## src/rtl/multi_cycle_shifter_if.sv

```systemverilog
// Request/result bundle for the iterative shifter. The controller drives the
// operation fields and start; the shifter returns busy, done and the result.
interface multi_cycle_shifter_if #(
    parameter int WIDTH = 8
);
    localparam int CNT_W = $clog2(WIDTH);

    logic             start;
    logic [WIDTH-1:0] din;
    logic [CNT_W-1:0] cnt;
    logic             dir;
    logic [1:0]       mode;
    logic             busy;
    logic             done;
    logic [WIDTH-1:0] dout;

    modport master (
        output start, din, cnt, dir, mode,
        input  busy, done, dout
    );

    modport slave (
        input  start, din, cnt, dir, mode,
        output busy, done, dout
    );
endinterface

```

## src/rtl/multi_cycle_shifter.sv

```systemverilog
// Iterative rotate/logical/arithmetic shifter that moves one bit per clock.
// Define MULTI_CYCLE_SHIFTER_DUAL_STEP_EN to advance two positions per clock.
module multi_cycle_shifter #(
    parameter int WIDTH = 8
) (
    input  logic                 clk,
    input  logic                 rst,
    multi_cycle_shifter_if.slave bus
);
    localparam int CNT_W = $clog2(WIDTH);

    typedef enum logic [0:0] {
        ST_IDLE  = 1'b0,
        ST_SHIFT = 1'b1
    } state_t;

    state_t           state_q, state_d;
    logic [WIDTH-1:0] work_q, work_d;
    logic [CNT_W-1:0] ctr_q, ctr_d;
    logic             dir_q, dir_d;
    logic [1:0]       mode_q, mode_d;
    logic             busy_q, busy_d;
    logic             done_q, done_d;
    logic [WIDTH-1:0] dout_q, dout_d;

    // Arithmetic left shifts fill with zero, so only a right arithmetic shift differs from logical.
    function automatic logic [WIDTH-1:0] step_once(
        input logic [WIDTH-1:0] w,
        input logic             right,
        input logic [1:0]       m
    );
        logic [WIDTH-1:0] r;
        case (m)
            2'b00: begin
                if (right) r = {w[0], w[WIDTH-1:1]};
                else       r = {w[WIDTH-2:0], w[WIDTH-1]};
            end
            2'b10: begin
                if (right) r = {w[WIDTH-1], w[WIDTH-1:1]};
                else       r = {w[WIDTH-2:0], 1'b0};
            end
            default: begin
                if (right) r = {1'b0, w[WIDTH-1:1]};
                else       r = {w[WIDTH-2:0], 1'b0};
            end
        endcase
        return r;
    endfunction

    // State and datapath registers.
    always_ff @(posedge clk or posedge rst) begin
        if (rst) begin
            state_q <= ST_IDLE;
            work_q  <= {WIDTH{1'b0}};
            ctr_q   <= {CNT_W{1'b0}};
            dir_q   <= 1'b0;
            mode_q  <= 2'b00;
            busy_q  <= 1'b0;
            done_q  <= 1'b0;
            dout_q  <= {WIDTH{1'b0}};
        end else begin
            state_q <= state_d;
            work_q  <= work_d;
            ctr_q   <= ctr_d;
            dir_q   <= dir_d;
            mode_q  <= mode_d;
            busy_q  <= busy_d;
            done_q  <= done_d;
            dout_q  <= dout_d;
        end
    end

    // Next-state logic: accept in IDLE, step in SHIFT, publish when the counter runs out.
    always_comb begin
        state_d = state_q;
        work_d  = work_q;
        ctr_d   = ctr_q;
        dir_d   = dir_q;
        mode_d  = mode_q;
        busy_d  = busy_q;
        done_d  = 1'b0;
        dout_d  = dout_q;
        case (state_q)
            ST_IDLE: begin
                if (bus.start) begin
                    work_d  = bus.din;
                    ctr_d   = bus.cnt;
                    dir_d   = bus.dir;
                    mode_d  = bus.mode;
                    busy_d  = 1'b1;
                    state_d = ST_SHIFT;
                end else begin
                    state_d = ST_IDLE;
                end
            end
            ST_SHIFT: begin
                if (ctr_q == {CNT_W{1'b0}}) begin
                    dout_d  = work_q;
                    done_d  = 1'b1;
                    busy_d  = 1'b0;
                    state_d = ST_IDLE;
                end else begin
`ifdef MULTI_CYCLE_SHIFTER_DUAL_STEP_EN
                    if (ctr_q > CNT_W'(1)) begin
                        work_d = step_once(step_once(work_q, dir_q, mode_q), dir_q, mode_q);
                        ctr_d  = ctr_q - CNT_W'(2);
                    end else begin
                        work_d = step_once(work_q, dir_q, mode_q);
                        ctr_d  = ctr_q - CNT_W'(1);
                    end
`else
                    work_d = step_once(work_q, dir_q, mode_q);
                    ctr_d  = ctr_q - CNT_W'(1);
`endif
                end
            end
            default: begin
                state_d = ST_IDLE;
                busy_d  = 1'b0;
            end
        endcase
    end

    assign bus.busy = busy_q;
    assign bus.done = done_q;
    assign bus.dout = dout_q;

endmodule
```

## src/flat_wrapper.sv

```systemverilog
// flat-port wrapper written by rule: the top's interface ports become plain ports
module multi_cycle_shifter_flat 
#(
    parameter int WIDTH = 8
)
  (clk, rst, bus_start, bus_din, bus_cnt, bus_dir, bus_mode, bus_busy, bus_done, bus_dout);
  multi_cycle_shifter_if #(.WIDTH(WIDTH)) bus_i ();
  input  logic clk;
  input  logic rst;
  input wire logic [$bits(bus_i.start)-1:0] bus_start;
  input wire logic [$bits(bus_i.din)-1:0] bus_din;
  input wire logic [$bits(bus_i.cnt)-1:0] bus_cnt;
  input wire logic [$bits(bus_i.dir)-1:0] bus_dir;
  input wire logic [$bits(bus_i.mode)-1:0] bus_mode;
  output wire logic [$bits(bus_i.busy)-1:0] bus_busy;
  output wire logic [$bits(bus_i.done)-1:0] bus_done;
  output wire logic [$bits(bus_i.dout)-1:0] bus_dout;
  assign bus_i.start = bus_start;
  assign bus_i.din = bus_din;
  assign bus_i.cnt = bus_cnt;
  assign bus_i.dir = bus_dir;
  assign bus_i.mode = bus_mode;
  assign bus_busy = bus_i.busy;
  assign bus_done = bus_i.done;
  assign bus_dout = bus_i.dout;
  multi_cycle_shifter #(.WIDTH(WIDTH)) u_core (.clk(clk), .rst(rst), .bus(bus_i));
endmodule
```

## config.mk

```make
export PLATFORM = sky130hd
export DESIGN_NAME = multi_cycle_shifter_flat
export DESIGN_NICKNAME = d
export VERILOG_FILES = /design/src/rtl/multi_cycle_shifter_if.sv /design/src/rtl/multi_cycle_shifter.sv /design/src/flat_wrapper.sv
export SDC_FILE = /design/constraint.sdc
export NUM_CORES = 1
export LEC_CHECK = 0
export BUFFER_PORTS_ARGS = -buffer_cell sky130_fd_sc_hd__buf_4
export CORE_AREA = 3 3 65 67
export CTS_BUF_LIST = sky130_fd_sc_hd__clkbuf_4 sky130_fd_sc_hd__clkbuf_8
export CTS_CLUSTER_DIAMETER = 60
export CTS_CLUSTER_SIZE = 12
export DETAILED_ROUTE_END_ITERATION = 8
export DIE_AREA = 0 0 68 70
export PLACE_DENSITY = 0.55
export SYNTH_ARGS = -nofsm -noshare
export SYNTH_HDL_FRONTEND = slang
export SYNTH_SLANG_ARGS = --single-unit
```

## constraint.sdc

```tcl
create_clock -name clk -period 1.4 [get_ports clk]
set_input_delay 0.28 -clock clk [delete_from_list [all_inputs] [get_ports clk]]
set_output_delay 0.28 -clock clk [all_outputs]
set_load 0.02 [all_outputs]
```

==> Word-level counts from Yosys, hierarchy flattened <==
Cells that the tools add are included.
{ "op_classes": {"n_addsub": 1, "n_mul": 0, "div": 0, "n_lt_le_gt_ge": 0, "eq_ne": 5, "shifts": 0, "n_mux": 18, "bitwise": 1, "reduce_logical": 7} }
{ "op_table": {"columns": ["cell", "n"], "rows": [
  ["8-bit two-way mux", 5],
  ["8-bit one-hot mux with 2 select lines", 2],
  ["2-bit AND reduction", 4],
  ["1-bit two-way mux", 6],
  ["3-bit two-way mux", 2],
  ["2-bit inequality test, second input constant", 3],
  ["3-bit one-hot mux with 2 select lines", 1],
  ["1-bit one-hot mux with 2 select lines", 2],
  ["3-bit zero test", 1],
  ["3-bit inequality test, second input constant", 1],
  ["3-bit AND reduction", 1],
  ["3-bit by 1-bit subtractor with 3-bit output, second input constant", 1],
  ["2-bit equality test, second input constant", 1],
  ["2-bit zero test", 1],
  ["1-bit inverter", 1]
]} }
{ "word_totals": {"reg_bits": 25, "latch_bits": 0, "mem_bits_rw": 0, "romBits": 0, "input_bits": 17, "output_inout_bits": 10, "wordCells": 41, "mem_count": 0} }

==> Depth between registers and ports, before layout <==
Gate-level depths: netlist of the first run.
{ "depth": {"depth_word": 4, "mapped_depth": 7, "depth_no_buf": 6} }

==> Worst setup path after synthesis of the first run <==
OpenSTA, ideal clock, no wires.
{ "synth_timing": {"path_kind": "reg-to-reg", "startpoint": "register u_core.ctr_q[0]", "endpoint": "register u_core.work_q[0]", "setup_time_ns": 0.125, "arrival_time_ns": 1.301, "t_required_ns": 1.275, "path_slack_ns": -0.026, "stages_incl_launch_ff": 7, "path_buffers": 0, "period_less_slack_ns": 1.426, "path_cell_list": "dfrtp_1 > inv_1 > ha_1 > nand3b_4 > inv_4 > nor2_8 > mux2_4"} }
{ "synth_via": {"elab_chain_len": 3} }
{ "synth_rtl": {"columns": ["item", "line_no", "text"], "rows": [
  ["start, declared", "multi_cycle_shifter.sv:19", "logic [CNT_W-1:0] ctr_q, ctr_d;"],
  ["start signal, assigned", "multi_cycle_shifter.sv:55", "ctr_q <= {CNT_W{1'b0}};"],
  ["start signal, assigned", "multi_cycle_shifter.sv:64", "ctr_q <= ctr_d;"],
  ["3-bit zero test", "multi_cycle_shifter.sv:97", "if (ctr_q == {CNT_W{1'b0}}) begin"],
  ["2-bit inequality test (no line)", null, null],
  ["2-bit AND reduction (no line)", null, null],
  ["end signal, assigned", "multi_cycle_shifter.sv:54", "work_q <= {WIDTH{1'b0}};"],
  ["end signal, assigned", "multi_cycle_shifter.sv:63", "work_q <= work_d;"],
  ["end, declared", "multi_cycle_shifter.sv:18", "logic [WIDTH-1:0] work_q, work_d;"]
]} }
No other way between the ends.
A chain may end at the register's enable or synchronous reset.

==> Final worst setup path of the first run <==
{ "layout_timing": {"startpoint": "register u_core.ctr_q[1]", "endpoint": "register u_core.work_q[7]"} }
{ "layout_via": {"elab_chain_len": 3} }
{ "layout_rtl": {"columns": ["item", "line_no"], "rows": [
  ["3-bit zero test", "multi_cycle_shifter.sv:97"],
  ["2-bit inequality test (no line)", null],
  ["3-bit AND reduction (no line)", null]
]} }
No other way between the ends.

==> key figures, run 1 <==
Timing
  – Setup TNS: 0 ns
  – Slew @ Worst Pin: 0.375 ns
  – Slew headroom: 75.0%
  – Final Hold Fails: 0
  – Final Skew: 0.00165 ns
  – Min Tclk post-route: 1.34 ns
  – Fin. max-slew vios: 0
  – Tcrit/Tclk final: 95.6%
  – Setup-failing EPs final: 0
  – Fmax: 748 MHz
  – RSZ-0062 raised after global routing: false

Clock network
  – TritonCTS clock tree: built
  – Cts hold-fix bufs: 0
  – Clock sink count: 25
  – CTS clk-pin slew, worst paths: 0.08 ns
  – Clock buffer depth: 2
  – CTS buffer count: 3
  – CTS H-Tree Depth: 1
  – Clk_lat worst skew: 0.26 ns
  – Root Driver: clkbuf_8

GRT
  – Grt ovf: 0
  – Vias in the first global route: 966
  – Total track usage: 12.4%
  – Initial antenna violation count: 0
  – First-pass GRT wire length: 4520 microns
  – Largest net degree at the start of global routing: 26

Setup path
  – Critical Path AT: 1.49 ns
  – Crit-path max FO: 5
  – CP startpoint kind: register
  – Crit. End Element: register
  – CP top delay family: flip-flops
  – CP cell instances: inv_2, ha_4, nand3b_4, inv_6, nor3_2, mux2_4
  – Critical path class: reg -> reg
  – CP bufs+invs: 2
  – CP max stage cell: dfrtp_1
  – Req. time, crit path: 1.55 ns
  – Crit path largest cell delay: 0.35 ns

Routing
  – Met2 WL: 1320 microns
  – Via count: 945
  – Initial DRC count: 27
  – ANT nets after route: 0
  – Met1 WL: 1230 microns
  – DRC violations left: 0
  – Vias per cell: 4.66
  – Met3 wire len: 134 microns
  – Routed WL: 2690 microns
  – Top Metal Used: met4
  – Wirelength per Cell: 13.3 microns
  – Total iterations of the first detailed-routing run: 3

Final layout
  – Fill cells: 364
  – Multi-input logic area: 614 sq um
  – Layout Nets: 175
  – Share of layout cells above drive strength 1: 40.6%
  – Area Growth Syn to Fin: 31.5%
  – FF+latch area: 627 sq um
  – Antenna cells: 0

Die
  – Die Ht: 70 microns
  – # IOs: 27
  – Initial Util: 34.4%
  – Die area: 0.00476 sq mm
  – Die Width: 68 microns
  – Row count: 22
  – Core area: 0.00369 sq mm

Synth
  – Synth unique cells: 28
  – Sequential fraction of the synthesis area: 49.4%
  – Synthesized area: 0.00127 sq mm
  – Net Count, Synth: 136
  – Area leader, netlist: dfrtp_1
  – Syn. warnings: 0
  – Syn Area/Cell: 10.8 sq um
  – Synthesized instance count: 117
  – Yosys reg bits: 25
  – Yosys top cell area share: 49.4%
  – Synth top area cells: dfrtp_1, mux2_4, nand2_1

Power
  – Leakage Power: 0.000844 uW
  – Total power: 4230 uW
  – Power Density: 2540 mW/mm^2
  – Worst VDD drop: 0.890 mV

Placed design
  – RePlAce Congestion: 0.755
  – # port buffers: 26
  – Final HPWL DP: 2000 microns

Min path
  – HP Class: in -> async

Job
  – # Max-Cap Violations: 0

Run status
  – Status: complete, no violations
[where the power goes]
| group | total, uW | internal [uW] | switching, uW | leakage (uW) |
|---|---|---|---|---|
| logic | 2370 | 1310 | 1060 | 0.000520 |
| clock network | 441 | 222 | 219 | 0.0000262 |
| registers | 1420 | 1100 | 317 | 0.000298 |
| total | 4230 | 2640 | 1590 | 0.000844 |
[area by class of cell]
| cell class | instances | share of cell area (%) |
|---|---|---|
| sequential | 25 | 37.6 |
| tap | 48 | 3.60 |
| timing repair buffer | 38 | 17.1 |
| clock buffer | 4 | 2.93 |
| inverter | 7 | 1.88 |
| multi-input combinational | 81 | 36.9 |
[metal layers]
layer  track usage [%]  up-vias
met5                 0        -
met4              3.97        0
met3              2.57        2
met2              19.1       18
met1              17.0      456
li1                  -      469
[cells by family after synthesis]
logic type                 Yosys count  synth area share [%]
and+or+nand+nor                     47                  20.2
DFF                                 25                  49.4
muxes                               19                  18.2
AOI/OAI and AO/OA                   12                  5.53
buffers and inverters               12                  4.74
adders and majority gates            2                  1.97
[sequential cells by signal, summed over array words and instances, names as in the netlist]
name and flops:
u_core.ctr_q 3, u_core.work_q 8, u_core.state_q 1, u_core.bus.dout 8, u_core.bus.busy 1, u_core.mode_q 2, u_core.dir_q 1, u_core.bus.done 1
[cell usage in the layout (no fill, tap or decap), drive strengths merged, types with 2 or more instances in the layout]
| master | count |
|---|---|
| a21oi | 8 |
| nand3b | 2 |
| inv | 7 |
| clkbuf | 4 |
| dfrtp | 25 |
| nor2 | 12 |
| nand4bb | 2 |
| buf | 38 |
| nor2b | 2 |
| ha | 2 |
| mux2i | 8 |
| nand3 | 2 |
| mux2 | 11 |
| nand2 | 24 |
[worst register-to-register path, stage by stage (launching register included)]
cell and delay (ns):
dfrtp_1 0.35, inv_2 0.05, ha_4 0.16, nand3b_4 0.10
inv_6 0.06, nor3_2 0.19, mux2_4 0.32
[metrics by stage]
step / hold slack [ns] / utilization (%) / area (sq um) / std cells / setup slack [ns]
after floorplan: 0.307 / - / 1270 / 117 / 0.0328
after global placement: 0.356 / 42.7 / 1580 / 197 / 0.0290
after detailed placement: 0.365 / 42.7 / 1580 / 197 / 0.0269
after CTS: 0.0772 / 44.1 / 1630 / 201 / 0.00810
after global routing: 0.0965 / 45.2 / 1670 / 203 / 0.00221
final: 0.0650 / 45.2 / 1670 / 203 / 0.0623
[cells in the mapped netlist]
cell       count
nor3_2         1
nand3b_1       1
ha_1           2
a211oi_1       1
and4b_1        1
a31oi_1        1
nand4bb_1      2
inv_1          6
nand2b_1       1
inv_4          1
buf_6          1
nand3_1        2
nand3b_4       1
nor2_8         1
nand2_1       24
o221ai_1       1
dfrtp_1       25
nor2_1         9
o211ai_1       1
buf_2          4
mux2_2         3
a21oi_1        8
nor2_2         1
mux2_1         1
mux2i_1        8
nor2b_1        2
mux2_4         7
nor3b_1        1
[what timing repair did]
action	in CTS	in global routing
endpoints found under the setup margin	0	11
endpoints found under the hold margin	0	0
resized for setup	0	7
buffers inserted	0	1
[final timing paths]
kind / start / to / slack [ns] / depth (start not counted)
max in group asynchronous: rst / u_core.state_q$_DFF_PP0_ / 1.06 / 3
hold / removal: rst / u_core.ctr_q[1]$_DFFE_PP0P_ / 0.07 / 3
hold reg to reg: u_core.bus.dout[5]$_DFFE_PP0P_ / u_core.bus.dout[5]$_DFFE_PP0P_ / 0.48 / 2
setup reg to reg: u_core.ctr_q[1]$_DFFE_PP0P_ / u_core.work_q[7]$_DFFE_PP0P_ / 0.06 / 6
setup / recovery: u_core.ctr_q[1]$_DFFE_PP0P_ / u_core.work_q[7]$_DFFE_PP0P_ / 0.06 / 6
min in group clk: bus_mode[1] / u_core.mode_q[1]$_DFFE_PP0P_ / 0.25 / 2
Note: power is estimated with default switching activity, not from simulation.
==> run 2: changes to the inputs <==
HOLD_SLACK_MARGIN = 0.15   (was default)
RECOVER_POWER = 25   (was default)
==> key figures, run 2 (same netlist as run 1, synthesis figures left out) <==
Run status
  – Status: complete, no violations

Setup path
  – CP bufs+invs: 2 (unchanged)
  – Critical path class: reg -> reg
  – Crit path largest cell delay: 0.35 ns (about the same)
  – CP top delay family: flip-flops
  – Crit-path max FO: 5 (unchanged)
  – CP cell instances: inv_2, ha_4, nand3b_4, inv_6, nor3_2, mux2_4
  – Req. time, crit path: 1.55 ns (about the same)
  – Crit. End Element: register
  – CP startpoint kind: register
  – CP max stage cell: dfrtp_1
  – Critical Path AT: 1.49 ns (about the same)

Die
  – Die Ht: 70 microns (unchanged)
  – Row count: 22 (unchanged)
  – Die area: 0.00476 sq mm (unchanged)
  – Core area: 0.00369 sq mm (unchanged)
  – # IOs: 27 (unchanged)
  – Initial Util: 34.4% (unchanged)
  – Die Width: 68 microns (unchanged)

Final layout
  – Layout Nets: 176 (+0.57%)
  – Most common cell after layout, fill and taps aside: buf_4
  – Most frequent cells in the layout: buf_4, nand2_1, dfrtp_1
  – Final Util: 45.4% (+0.20 points)
  – Share of layout cells above drive strength 1: 40.4% (-0.26 points)
  – Antenna cells: 0 (unchanged)
  – Area Growth Syn to Fin: 32.1%

Timing
  – Fin. max-slew vios: 0 (unchanged)
  – Final Skew: 0.00165 ns (unchanged)
  – Fmax: 748 MHz (unchanged)
  – Min Tclk post-route: 1.34 ns (unchanged)
  – Final Hold Fails: 0 (unchanged)
  – Slew @ Worst Pin: 0.640 ns (+0.265 ns)
  – Tcrit/Tclk final: 95.6% (unchanged)
  – RSZ-0062 raised after global routing: false
  – Slew headroom: 57.4% (-18 points)
  – Setup-failing EPs final: 0 (unchanged)
  – Setup TNS: 0 ns (unchanged)
  – Fin Hold WS: 0.248 ns (+0.183 ns)

Job
  – # Max-Cap Violations: 0 (unchanged)

Placed design
  – Final HPWL DP: 2000 microns (unchanged)
  – RePlAce Congestion: 0.755 (unchanged)
  – # port buffers: 26 (unchanged)

Power
  – Worst VDD drop: 0.890 mV (about the same)
  – Power Density: 2530 mW/mm^2 (-0.43%)
  – Leakage Power: 0.000847 uW (+0.39%)

GRT
  – Vias in the first global route: 966 (unchanged)
  – Grt ovf: 0 (unchanged)
  – Largest net degree at the start of global routing: 26 (unchanged)
  – Initial antenna violation count: 0 (unchanged)
  – First-pass GRT wire length: 4520 microns (unchanged)
  – Total track usage: 12.4% (unchanged)

Clock network
  – CTS H-Tree Depth: 1 (unchanged)
  – TritonCTS clock tree: built
  – Clock buffer depth: 2 (unchanged)
  – Clock sink count: 25 (unchanged)
  – CTS clk-pin slew, worst paths: 0.08 ns (about the same)
  – CTS buffer count: 3 (unchanged)
  – Root Driver: clkbuf_8
  – Clk_lat worst skew: 0.26 ns (about the same)

Routing
  – DRC violations left: 0 (unchanged)
  – Via count: 949 (+0.42%)
  – Total iterations of the first detailed-routing run: 3 (unchanged)
  – ANT nets after route: 0 (unchanged)
  – Wirelength per Cell: 13.2 microns (-0.45%)
  – Initial DRC count: 17 (-37%)
  – Vias per cell: 4.65 (about the same)
  – Routed WL: 2700 microns (about the same)

Min path
  – HP Class: in -> reg
==> run 2: cell count changes in the layout (fill, tap and decap cells not counted), sizes merged <==
cell | previous run | this run
clkbuf | 4 | 6
dlygate4sd3 | 0 | 1
buf | 38 | 36
==> run 2: where the power goes <==
| group | leakage, uW | switching, uW | internal [uW] | total, uW |
|---|---|---|---|---|
| Combinational | 0.000523 | 1060 | 1310 | 2370 |
| Clock | 0.0000262 | 219 | 222 | 441 |
| Sequential | 0.000298 | 317 | 1100 | 1420 |
| Total | 0.000847 | 1590 | 2640 | 4230 |
==> run 2: final cells by class <==
cell class	count	area, sq um
Multi-Input combinational cell	81	614
Timing Repair Buffer	39	293
Fill cell	364	2010
Clock buffer	4	48.8
Inverter	7	31.3
Sequential cell	25	627
Tap cell	48	60.1
==> run 2: what timing repair did <==
action,4_1_cts,5_1_grt
gates resized for setup,0,7
hold endpoints to repair,25,0
endpoints found under the setup margin,0,11
hold buffers,1,0
setup buffers,0,1
==> run 2: worst paths after layout <==
| path | start | endpoint | slack, ns | cells past startpoint |
|---|---|---|---|---|
| min in group asynchronous | rst | u_core.ctr_q[1]$_DFFE_PP0P_ | 0.73 | 4 |
| max in group asynchronous | rst | u_core.state_q$_DFF_PP0_ | 0.21 | 4 |
| setup / recovery | u_core.ctr_q[1]$_DFFE_PP0P_ | u_core.work_q[7]$_DFFE_PP0P_ | 0.06 | 6 |
| hold / removal | bus_mode[1] | u_core.mode_q[1]$_DFFE_PP0P_ | 0.25 | 2 |
| hold reg to reg | u_core.bus.dout[5]$_DFFE_PP0P_ | u_core.bus.dout[5]$_DFFE_PP0P_ | 0.48 | 2 |
| setup reg to reg | u_core.ctr_q[1]$_DFFE_PP0P_ | u_core.work_q[7]$_DFFE_PP0P_ | 0.06 | 6 |
==> run 2: per-layer routing <==
layer / up-vias / global-route usage, % / wire [microns]
met4: 0 / 3.97 / 17
met1: 458 / 17.0 / 1230
met3: 2 / 2.57 / 135
met5: - / 0 / 0
li1: 471 / - / -
met2: 18 / 19.1 / 1310
==> run 2: worst reg2reg max path, cell delays in order, from the launching register on <==
cell and delay, ns:
dfrtp_1 0.35, inv_2 0.05, ha_4 0.16, nand3b_4 0.10, inv_6 0.06, nor3_2 0.19, mux2_4 0.32
==> run 2: metrics by stage <==
step / setup slack [ns] / cell area (sq um) / total power (uW) / instances
2_1_floorplan: 0.0328 / 1270 / 2980 / 117
3_3_place_gp: 0.0290 / 1580 / 3610 / 197
3_5_place_dp: 0.0269 / 1580 / 3680 / 197
4_1_cts: 0.00810 / 1640 / 4130 / 202
5_1_grt: 0.00221 / 1670 / 4600 / 204
6_report: 0.0623 / 1670 / 4230 / 204
